`src/rtl/gpio_pkg.sv`:
```
// Shared definitions for the Wishbone GPIO controller: register word offsets
// and the byte-lane helpers used by every register write.
package gpio_pkg;

  localparam logic [2:0] GPIO_OUT     = 3'd0;
  localparam logic [2:0] GPIO_IN      = 3'd1;
  localparam logic [2:0] GPIO_DIR     = 3'd2;
  localparam logic [2:0] GPIO_SET     = 3'd3;
  localparam logic [2:0] GPIO_CLR     = 3'd4;
  localparam logic [2:0] GPIO_RISE_EN = 3'd5;
  localparam logic [2:0] GPIO_FALL_EN = 3'd6;
  localparam logic [2:0] GPIO_STATUS  = 3'd7;

  // Expand the four byte selects into a 32-bit bit mask.
  function automatic logic [31:0] sel_mask(input logic [3:0] sel);
    logic [31:0] m;
    m = '0;
    for (int b = 0; b < 4; b++) begin
      m[8*b +: 8] = {8{sel[b]}};
    end
    return m;
  endfunction

  // Merge a write into an existing value: selected lanes take the new data,
  // unselected lanes keep the old value.
  function automatic logic [31:0] apply_sel(input logic [31:0] old_val,
                                            input logic [31:0] new_val,
                                            input logic [3:0]  sel);
    logic [31:0] m;
    m = sel_mask(sel);
    return (old_val & ~m) | (new_val & m);
  endfunction

endpackage

```
`src/rtl/gpio_sync_edge.sv`:
```
// Pad input synchroniser followed by a one-cycle history flop; produces the
// synchronised value plus single-cycle rise/fall pulses per pin.
module gpio_sync_edge #(
  parameter int WIDTH       = 32,
  parameter int SYNC_STAGES = 2
) (
  input  logic             clk,
  input  logic             rst_n,
  input  logic [WIDTH-1:0] async_in,
  output logic [WIDTH-1:0] sync_out,
  output logic [WIDTH-1:0] rise,
  output logic [WIDTH-1:0] fall
);

  logic [WIDTH-1:0] chain_q [SYNC_STAGES];
  logic [WIDTH-1:0] prev_q;

  // Shift the pad value through the synchroniser chain and keep last value.
  always_ff @(posedge clk or negedge rst_n) begin
    if (!rst_n) begin
      for (int i = 0; i < SYNC_STAGES; i++) begin
        chain_q[i] <= '0;
      end
      prev_q <= '0;
    end else begin
      chain_q[0] <= async_in;
      for (int i = 1; i < SYNC_STAGES; i++) begin
        chain_q[i] <= chain_q[i-1];
      end
      prev_q <= chain_q[SYNC_STAGES-1];
    end
  end

  assign sync_out = chain_q[SYNC_STAGES-1];
  assign rise     = sync_out & ~prev_q;
  assign fall     = ~sync_out & prev_q;

endmodule

```
`src/rtl/wb_gpio_irq.sv`:
```
// Wishbone B4 classic GPIO slave: output/direction registers with atomic
// set/clear, synchronised inputs, and sticky edge interrupts on irq_o.
//
// Handshake: a request is cyc & stb while ack is low. Ack is a flop raised on
// the edge that samples the request and held for exactly one cycle; writes
// commit on that same edge and read data is presented only while ack is high
// (zero otherwise). A master that drops cyc/stb before that edge gets nothing.
module wb_gpio_irq
  import gpio_pkg::*;
#(
  parameter int GPIO_WIDTH  = 32,
  parameter int SYNC_STAGES = 2,
  parameter int ADDR_WIDTH  = 32
) (
  input  logic                  clk_i,
  input  logic                  rst_n_i,
  input  logic                  wb_cyc_i,
  input  logic                  wb_stb_i,
  input  logic                  wb_we_i,
  input  logic [ADDR_WIDTH-1:0] wb_adr_i,
  input  logic [31:0]           wb_dat_i,
  input  logic [3:0]            wb_sel_i,
  output logic [31:0]           wb_dat_o,
  output logic                  wb_ack_o,
  input  logic [GPIO_WIDTH-1:0] gpio_i,
  output logic [GPIO_WIDTH-1:0] gpio_o,
  output logic [GPIO_WIDTH-1:0] gpio_oe_o,
  output logic                  irq_o
);

  localparam int W = GPIO_WIDTH;

  logic         req;
  logic         wr;
  logic [2:0]   off;
  logic [31:0]  wmask;
  logic [31:0]  cur_val;
  logic [31:0]  merged;
  logic [31:0]  rdata;
  logic         adr_unused;

  logic [W-1:0] in_sync, rise, fall;
  logic [W-1:0] out_q, dir_q, rise_en_q, fall_en_q, status_q;
  logic [W-1:0] out_n, dir_n, rise_en_n, fall_en_n, status_n;
  logic [W-1:0] w1c, events;

  assign req        = wb_cyc_i & wb_stb_i & ~wb_ack_o;
  assign wr         = req & wb_we_i;
  assign off        = wb_adr_i[4:2];
  assign wmask      = wb_dat_i & sel_mask(wb_sel_i);
  assign adr_unused = ^{wb_adr_i[ADDR_WIDTH-1:5], wb_adr_i[1:0]};

  gpio_sync_edge #(
    .WIDTH      (W),
    .SYNC_STAGES(SYNC_STAGES)
  ) u_sync_edge (
    .clk     (clk_i),
    .rst_n   (rst_n_i),
    .async_in(gpio_i),
    .sync_out(in_sync),
    .rise    (rise),
    .fall    (fall)
  );

  assign events = (rise & rise_en_q) | (fall & fall_en_q);

  // Read mux; write-only registers read back as zero.
  always_comb begin
    rdata = '0;
    case (off)
      GPIO_OUT:     rdata = 32'(out_q);
      GPIO_IN:      rdata = 32'(in_sync);
      GPIO_DIR:     rdata = 32'(dir_q);
      GPIO_RISE_EN: rdata = 32'(rise_en_q);
      GPIO_FALL_EN: rdata = 32'(fall_en_q);
      GPIO_STATUS:  rdata = 32'(status_q);
      default:      rdata = '0;
    endcase
  end

  // Next-state for every register; lane merging keeps unselected bytes.
  always_comb begin
    cur_val   = '0;
    out_n     = out_q;
    dir_n     = dir_q;
    rise_en_n = rise_en_q;
    fall_en_n = fall_en_q;
    w1c       = '0;
    case (off)
      GPIO_OUT:     cur_val = 32'(out_q);
      GPIO_DIR:     cur_val = 32'(dir_q);
      GPIO_RISE_EN: cur_val = 32'(rise_en_q);
      GPIO_FALL_EN: cur_val = 32'(fall_en_q);
      default:      cur_val = '0;
    endcase
    merged = apply_sel(cur_val, wb_dat_i, wb_sel_i);
    if (wr) begin
      case (off)
        GPIO_OUT:     out_n     = merged[W-1:0];
        GPIO_DIR:     dir_n     = merged[W-1:0];
        GPIO_SET:     out_n     = out_q | wmask[W-1:0];
        GPIO_CLR:     out_n     = out_q & ~wmask[W-1:0];
        GPIO_RISE_EN: rise_en_n = merged[W-1:0];
        GPIO_FALL_EN: fall_en_n = merged[W-1:0];
        GPIO_STATUS:  w1c       = wmask[W-1:0];
        default:      out_n     = out_q;
      endcase
    end
    // A fresh event beats a same-cycle clear.
    status_n = (status_q & ~w1c) | events;
  end

  // Register state, ack pulse and ack-cycle read data.
  always_ff @(posedge clk_i or negedge rst_n_i) begin
    if (!rst_n_i) begin
      wb_ack_o  <= 1'b0;
      wb_dat_o  <= '0;
      out_q     <= '0;
      dir_q     <= '0;
      rise_en_q <= '0;
      fall_en_q <= '0;
      status_q  <= '0;
    end else begin
      wb_ack_o  <= req;
      wb_dat_o  <= (req && !wb_we_i) ? rdata : 32'h0;
      out_q     <= out_n;
      dir_q     <= dir_n;
      rise_en_q <= rise_en_n;
      fall_en_q <= fall_en_n;
      status_q  <= status_n;
    end
  end

  assign gpio_o    = out_q;
  assign gpio_oe_o = dir_q;
  assign irq_o     = |status_q;

endmodule

```
`config.mk`:
```
export PLATFORM = sky130hd
export DESIGN_NAME = wb_gpio_irq
export DESIGN_NICKNAME = d
export VERILOG_FILES = /design/src/rtl/gpio_pkg.sv /design/src/rtl/gpio_sync_edge.sv /design/src/rtl/wb_gpio_irq.sv
export SDC_FILE = /design/constraint.sdc
export NUM_CORES = 1
export LEC_CHECK = 0
export CORE_ASPECT_RATIO = 0.8
export CORE_MARGIN = 2
export CORE_UTILIZATION = 55
export CTS_CLUSTER_DIAMETER = 100
export CTS_CLUSTER_SIZE = 20
export DETAILED_ROUTE_END_ITERATION = 8
export DONT_BUFFER_PORTS = 1
export PLACE_DENSITY_LB_ADDON = 0.08
export SLEW_MARGIN = 10
export SYNTH_ARGS = -nofsm -noshare
export SYNTH_HDL_FRONTEND = slang
export SYNTH_SLANG_ARGS = --single-unit
```
`constraint.sdc`:
```
create_clock -name clk_i -period 1.6 [get_ports clk_i]
set_input_delay 0.48 -clock clk_i [delete_from_list [all_inputs] [get_ports clk_i]]
set_output_delay 0.48 -clock clk_i [all_outputs]
set_load 0.005 [all_outputs]
```
# Yosys cells after proc, flatten, opt, wreduce, memory -nomap -nowiden
# Cells that the tools add are included.
word_totals:
  input_bits: 105
  out_inout_bits: 98
  rom_bits: 0
  regBits: 289
  latch_bits: 0
  ramBits: 0
  n_memories: 0
classes:
  mul: 0
  reduce_logical: 9
  n_eq_ne: 7
  addsub: 0
  n_mux: 6
  n_shift: 0
  bitwise_logic: 21
  div_mod_pow: 0
  order_cmp: 0
op_table:
  columns: ["cell", "count"]
  rows:
  - ["$and A32 B32 Y32", 8]
  - ["$pmux W32 S6", 1]
  - ["$not A32 Y32", 5]
  - ["$or A32 B32 Y32", 4]
  - ["$pmux W32 S4", 1]
  - ["$mux W32", 3]
  - ["$pmux W32 S3", 1]
  - ["$reduce_or A32 Y1", 1]
  - ["$eq A3 B3 Y1 const B", 4]
  - ["$reduce_and A2 Y1", 4]
  - ["$eq A3 B2 Y1 const B", 2]
  - ["$and A1 B1 Y1", 3]
  - ["$eq A3 B1 Y1 const B", 1]
  - ["$logic_not A3 Y1", 1]
  - ["$reduce_bool A3 Y1", 1]
  - ["$logic_and A1 B1 Y1", 1]
  - ["$logic_not A1 Y1", 1]
  - ["$not A1 Y1", 1]

# Depth between registers and ports, before layout
logic_depth:
  depth_word: 7
  depth_mapped: 8

# Modules after synthesis
# A second synthesis with hierarchy kept.
unflattened:
  hier_cells: 1246
  hier_area_um2: 13337.8
by_module_without_submodules:
  columns: ["module", "seq_area_each_um2", "cells_each", "area_each_um2", "instances"]
  rows:
  - ["wb_gpio_irq", 4829.6, 1054, 10134.7, 1]
  - ["gpio_sync_edge", 2402.3, 192, 3203.1, 1]

# Least setup slack after synthesis
# OpenSTA, ideal clock, no wires.
synth_timing:
  kind: "input to register"
  startpoint: "input wb_adr_i[2]"
  endpoint: "register out_q[31], in the netlist gpio_o[31]"
  arrival_ns: 1.747
  path_stages: 6
  setup_slack_ns: -0.234
  n_path_buf: 2
  required_time_ns: 1.513
  path_cell_list: "buf_6 -> buf_2 -> or4b_1 -> o211ai_2 -> a31oi_1 -> a211oi_2"
synth_via:
  elab_chain_len: 5
  word_cells_on_any_way: 12
  cone_classes: "eq/ne: 5; mux: 2; bitwise: 2; reduce/logical: 3"
synth_rtl:
  columns: ["item", "line_no", "text"]
  rows:
  - ["start, declared", "wb_gpio_irq.sv:20", "input logic [ADDR_WIDTH-1:0] wb_adr_i,"]
  - ["$eq A3 B3 Y1, or another cell as far along", "wb_gpio_irq.sv:89", "case (off)"]
  - ["$pmux W32 S4", "wb_gpio_irq.sv:89", null]
  - ["$and A32 B32 Y32", "gpio_pkg.sv:31", "return (old_val & ~m) | (new_val & m);"]
  - ["$or A32 B32 Y32", "gpio_pkg.sv:31", null]
  - ["$pmux W32 S3", "wb_gpio_irq.sv:98", "case (off)"]
  - ["end signal, assigned", "wb_gpio_irq.sv:126", "out_q <= out_n;"]
  - ["end, declared", "wb_gpio_irq.sv:43", "logic [W-1:0] out_q, dir_q, rise_en_q, fall_en_q, status_q;"]
# Several ways; a longest one is shown, not always the timed one.
# A chain may end at the register's enable or synchronous reset.

# Final worst setup path
layout_timing:
  startpoint: "register status_q[13]"
  endpoint: "output irq_o"
layout_via:
  elab_chain_len: 1
layout_rtl:
  columns: ["item", "line_no", "text"]
  rows:
  - ["start, declared", "wb_gpio_irq.sv:43", null]
  - ["start signal, assigned", "wb_gpio_irq.sv:130", "status_q <= status_n;"]
  - ["$reduce_or A32 Y1", "wb_gpio_irq.sv:136", "assign irq_o = |status_q;"]
  - ["end, declared", "wb_gpio_irq.sv:28", "output logic irq_o"]
# No other way between the ends.

==> impl_metrics.py <==
metrics = {
    "placed_design": {
        "portBuffers": 0,
        "placed_area_sq_um": 13900,
        "post-place-ws_ps": -287,
        "hpwl_um": 21600,
        "dp_cells": 1502,
        "gp_congestion": 0.790,
    },
    "finish": {
        "drive_above_1_share": 0.383,
        "stdcell_area_sq_um": 17100,
        "fillers": 1433,
        "stdcell_count": 1599,
        "final_cell_mix": "289 x dfrtp_1, 79 x buf_4, 69 x inv_1, 68 x o21ai_2, 66 x nand2_1",
        "post-route-util": 0.756,
        "n_antenna_cell": 0,
        "layout.nets": 1398,
        "area_growth_pct": 34.0,
        "final_common_cell": "dfrtp_1",
    },
    "sta": {
        "slew_headroom": 0.665,
        "skew_ps": 27.7,
        "worst_slew_pin_slew_ps": 500,
        "drv_slew": 0,
        "hold-worst-slack_ps": -338,
        "finalCritPeriodShare": 1.46,
        "final_hold_viol_count": 289,
        "fin_setup_tns_ps": -20350,
        "setup_ws_ps": -739,
        "setup_viol": 155,
        "fmax_ghz": 0.428,
        "finalCriticalPeriod_ps": 2340,
        "rsz0062_at_grt": "true",
    },
    "routing": {
        "drt-pass1-iter-count": 7,
        "drc_errors": 0,
        "post_drt_wl_per_cell_um": 26.6,
        "routed_wl_um": 42600,
        "viasPerCell": 6.57,
        "drtIter0Drc": 802,
        "ant_nets": 0,
        "vias": 10500,
    },
    "synthesis": {
        "ys_seq_area_frac": 0.566,
        "syn_nets": 1287,
        "avgSynthCellArea_sq_um": 10.8,
        "synth_area_sq_um": 12800,
        "yosysWarnings": 0,
        "ys_types": 38,
        "ys_async_sr_fraction": 1.00,
        "synth_edf_count": 0,
        "ys_ff_latch": 289,
        "syn_inst": 1182,
        "ys.flop_type": "dfrtp_1",
    },
    "global_route": {
        "grt_pass1_wl_um": 60500,
        "grt_pass1_vias": 10300,
        "grtUsageTotal": 0.321,
        "antenna_found_initial": 0,
        "grt.overflow.total": 0,
        "grt_max_degree": 290,
    },
    "cts": {
        "tritoncts": "done",
        "cts-root-buf": "clkbuf_16",
        "htree_num_levels": 1,
        "cts_buffers": 18,
        "ctsHoldBuffers": 32,
        "insertion_delay_ps": 530,
        "cts_sinks": 289,
        "clkSlewWorstSetupHoldPaths_ps": 90,
        "clockBufferDepth": 3,
    },
    "floorplanning": {
        "rows": 49,
        "core_area_sq_um": 22600,
        "die_w_um": 174,
        "start_util": 0.564,
        "top_level_ports": 203,
        "fp.dieH_um": 140,
        "dieArea_sq_um": 24500,
    },
    "critical_path": {
        "crit_type": "reg -> out",
        "path_max_fanout": 2,
        "crit_path_end_kind": "output pin",
        "critPathLaunchType": "register",
        "crit_arrival_ps": 1860,
        "cp.required_ps": 1120,
    },
    "status": {
        "status": "finished, violations left",
        "violations": "hold timing, setup timing",
    },
    "power_and_ir_drop": {
        "power_density_nw_per_um2": 902,
        "p_leak_nw": 6.89,
        "total_power_mw": 15.4,
        "irDropWorstVdd_mv": 0.929,
    },
    "hold_path": {
        "hp-class": "in -> async",
    },
    "flow_run": {
        "drv_cap": 0,
    },
}
-- power by group --
group | total (mW) | internal (mW) | switching [mW]
sequential | 8.57 | 7.87 | 0.701
combinational | 2.28 | 1.13 | 1.15
clock | 4.58 | 2.13 | 2.45
total | 15.4 | 11.1 | 4.30
-- cells in the mapped netlist, types with 6 or more instances --
cell type  number  share of area
dfrtp_1       289           0.57
nand2_1       131          0.039
nor2_1         97          0.029
inv_1          69          0.020
o21ai_0        68          0.027
clkbuf_1       49          0.014
a21oi_1        34          0.013
nand4b_1       34          0.023
nand3b_1       33          0.019
o211ai_1       33          0.019
a221oi_1       32          0.022
a311oi_1       32          0.022
mux2i_1        32          0.025
or4b_1         32          0.025
xnor2_1        32          0.022
a31oi_1        31          0.015
o211ai_2       31          0.030
o21ai_1        28          0.011
a211oi_1       26          0.015
buf_2          20         0.0078
buf_6          11         0.0097
nor4_1          8         0.0039
a211oi_2        6         0.0059
buf_4           6         0.0035
-- final timing paths --
path,start,cells past startpoint,slack [ps],end
max,status_q[13]$_DFF_PN0_,4,-740,irq_o
min,rst_n_i,0,-340,u_sync_edge.prev_q[5]$_DFF_PN0_
max reg2reg,wb_ack_o$_DFF_PN0_,7,-260,gpio_oe_o[26]$_DFFE_PN0P_
min reg2reg,u_sync_edge.chain_q[40]$_DFF_PN0_,0,350,u_sync_edge.sync_out[8]$_DFF_PN0_
max in group asynchronous,rst_n_i,0,1610,gpio_o[18]$_DFFE_PN0P_
min in group clk_i,wb_stb_i,2,100,wb_ack_o$_DFF_PN0_
-- per-layer routing --
metal  global-route usage  up-vias  share of wire
met5                    0        -              0
met4                0.111        0          0.038
met3               0.0760      108          0.092
met2                0.497      517           0.46
met1                0.449     5390           0.41
li1                     -     4493              -
-- kinds of logic (layout without fill, tap and decap cells) --
logic type / after synthesis / after routing / synth area share
flip-flops: 289 / 289 / 0.566
buffers and inverters: 157 / 268 / 0.0563
XOR/XNOR: 33 / 33 / 0.0232
multiplexers: 32 / 32 / 0.0251
AO/OA/AOI/OAI: 322 / 322 / 0.182
AND/OR/NAND/NOR: 349 / 349 / 0.147
-- worst max-delay path, cell delays in order (launching register included) --
cell and delay, ps:
dfrtp_1 400, nor4_1 340, buf_4 190, nand4_1 120, or2_4 280
-- area by class of cell --
cell class	instances	area, sq um	area share
sequential	289	7230	0.423
multi-input combinational	736	6440	0.376
timing repair buffer	179	2310	0.135
clock buffer	19	475	0.0278
tap	306	383	0.0224
inverter	69	259	0.0151
clock inverter	1	16.3	0.000951
-- repair_timing --
| action | CTS | global route |
|---|---|---|
| endpoints found under the setup margin | 100 | 162 |
| pin swaps | 105 | 101 |
| endpoints found under the hold margin | 321 | 289 |
| gates resized for setup | 214 | 244 |
| cloned | 18 | 13 |
| buffers inserted | 16 | 8 |
Note: power is estimated with default switching activity, not from simulation.
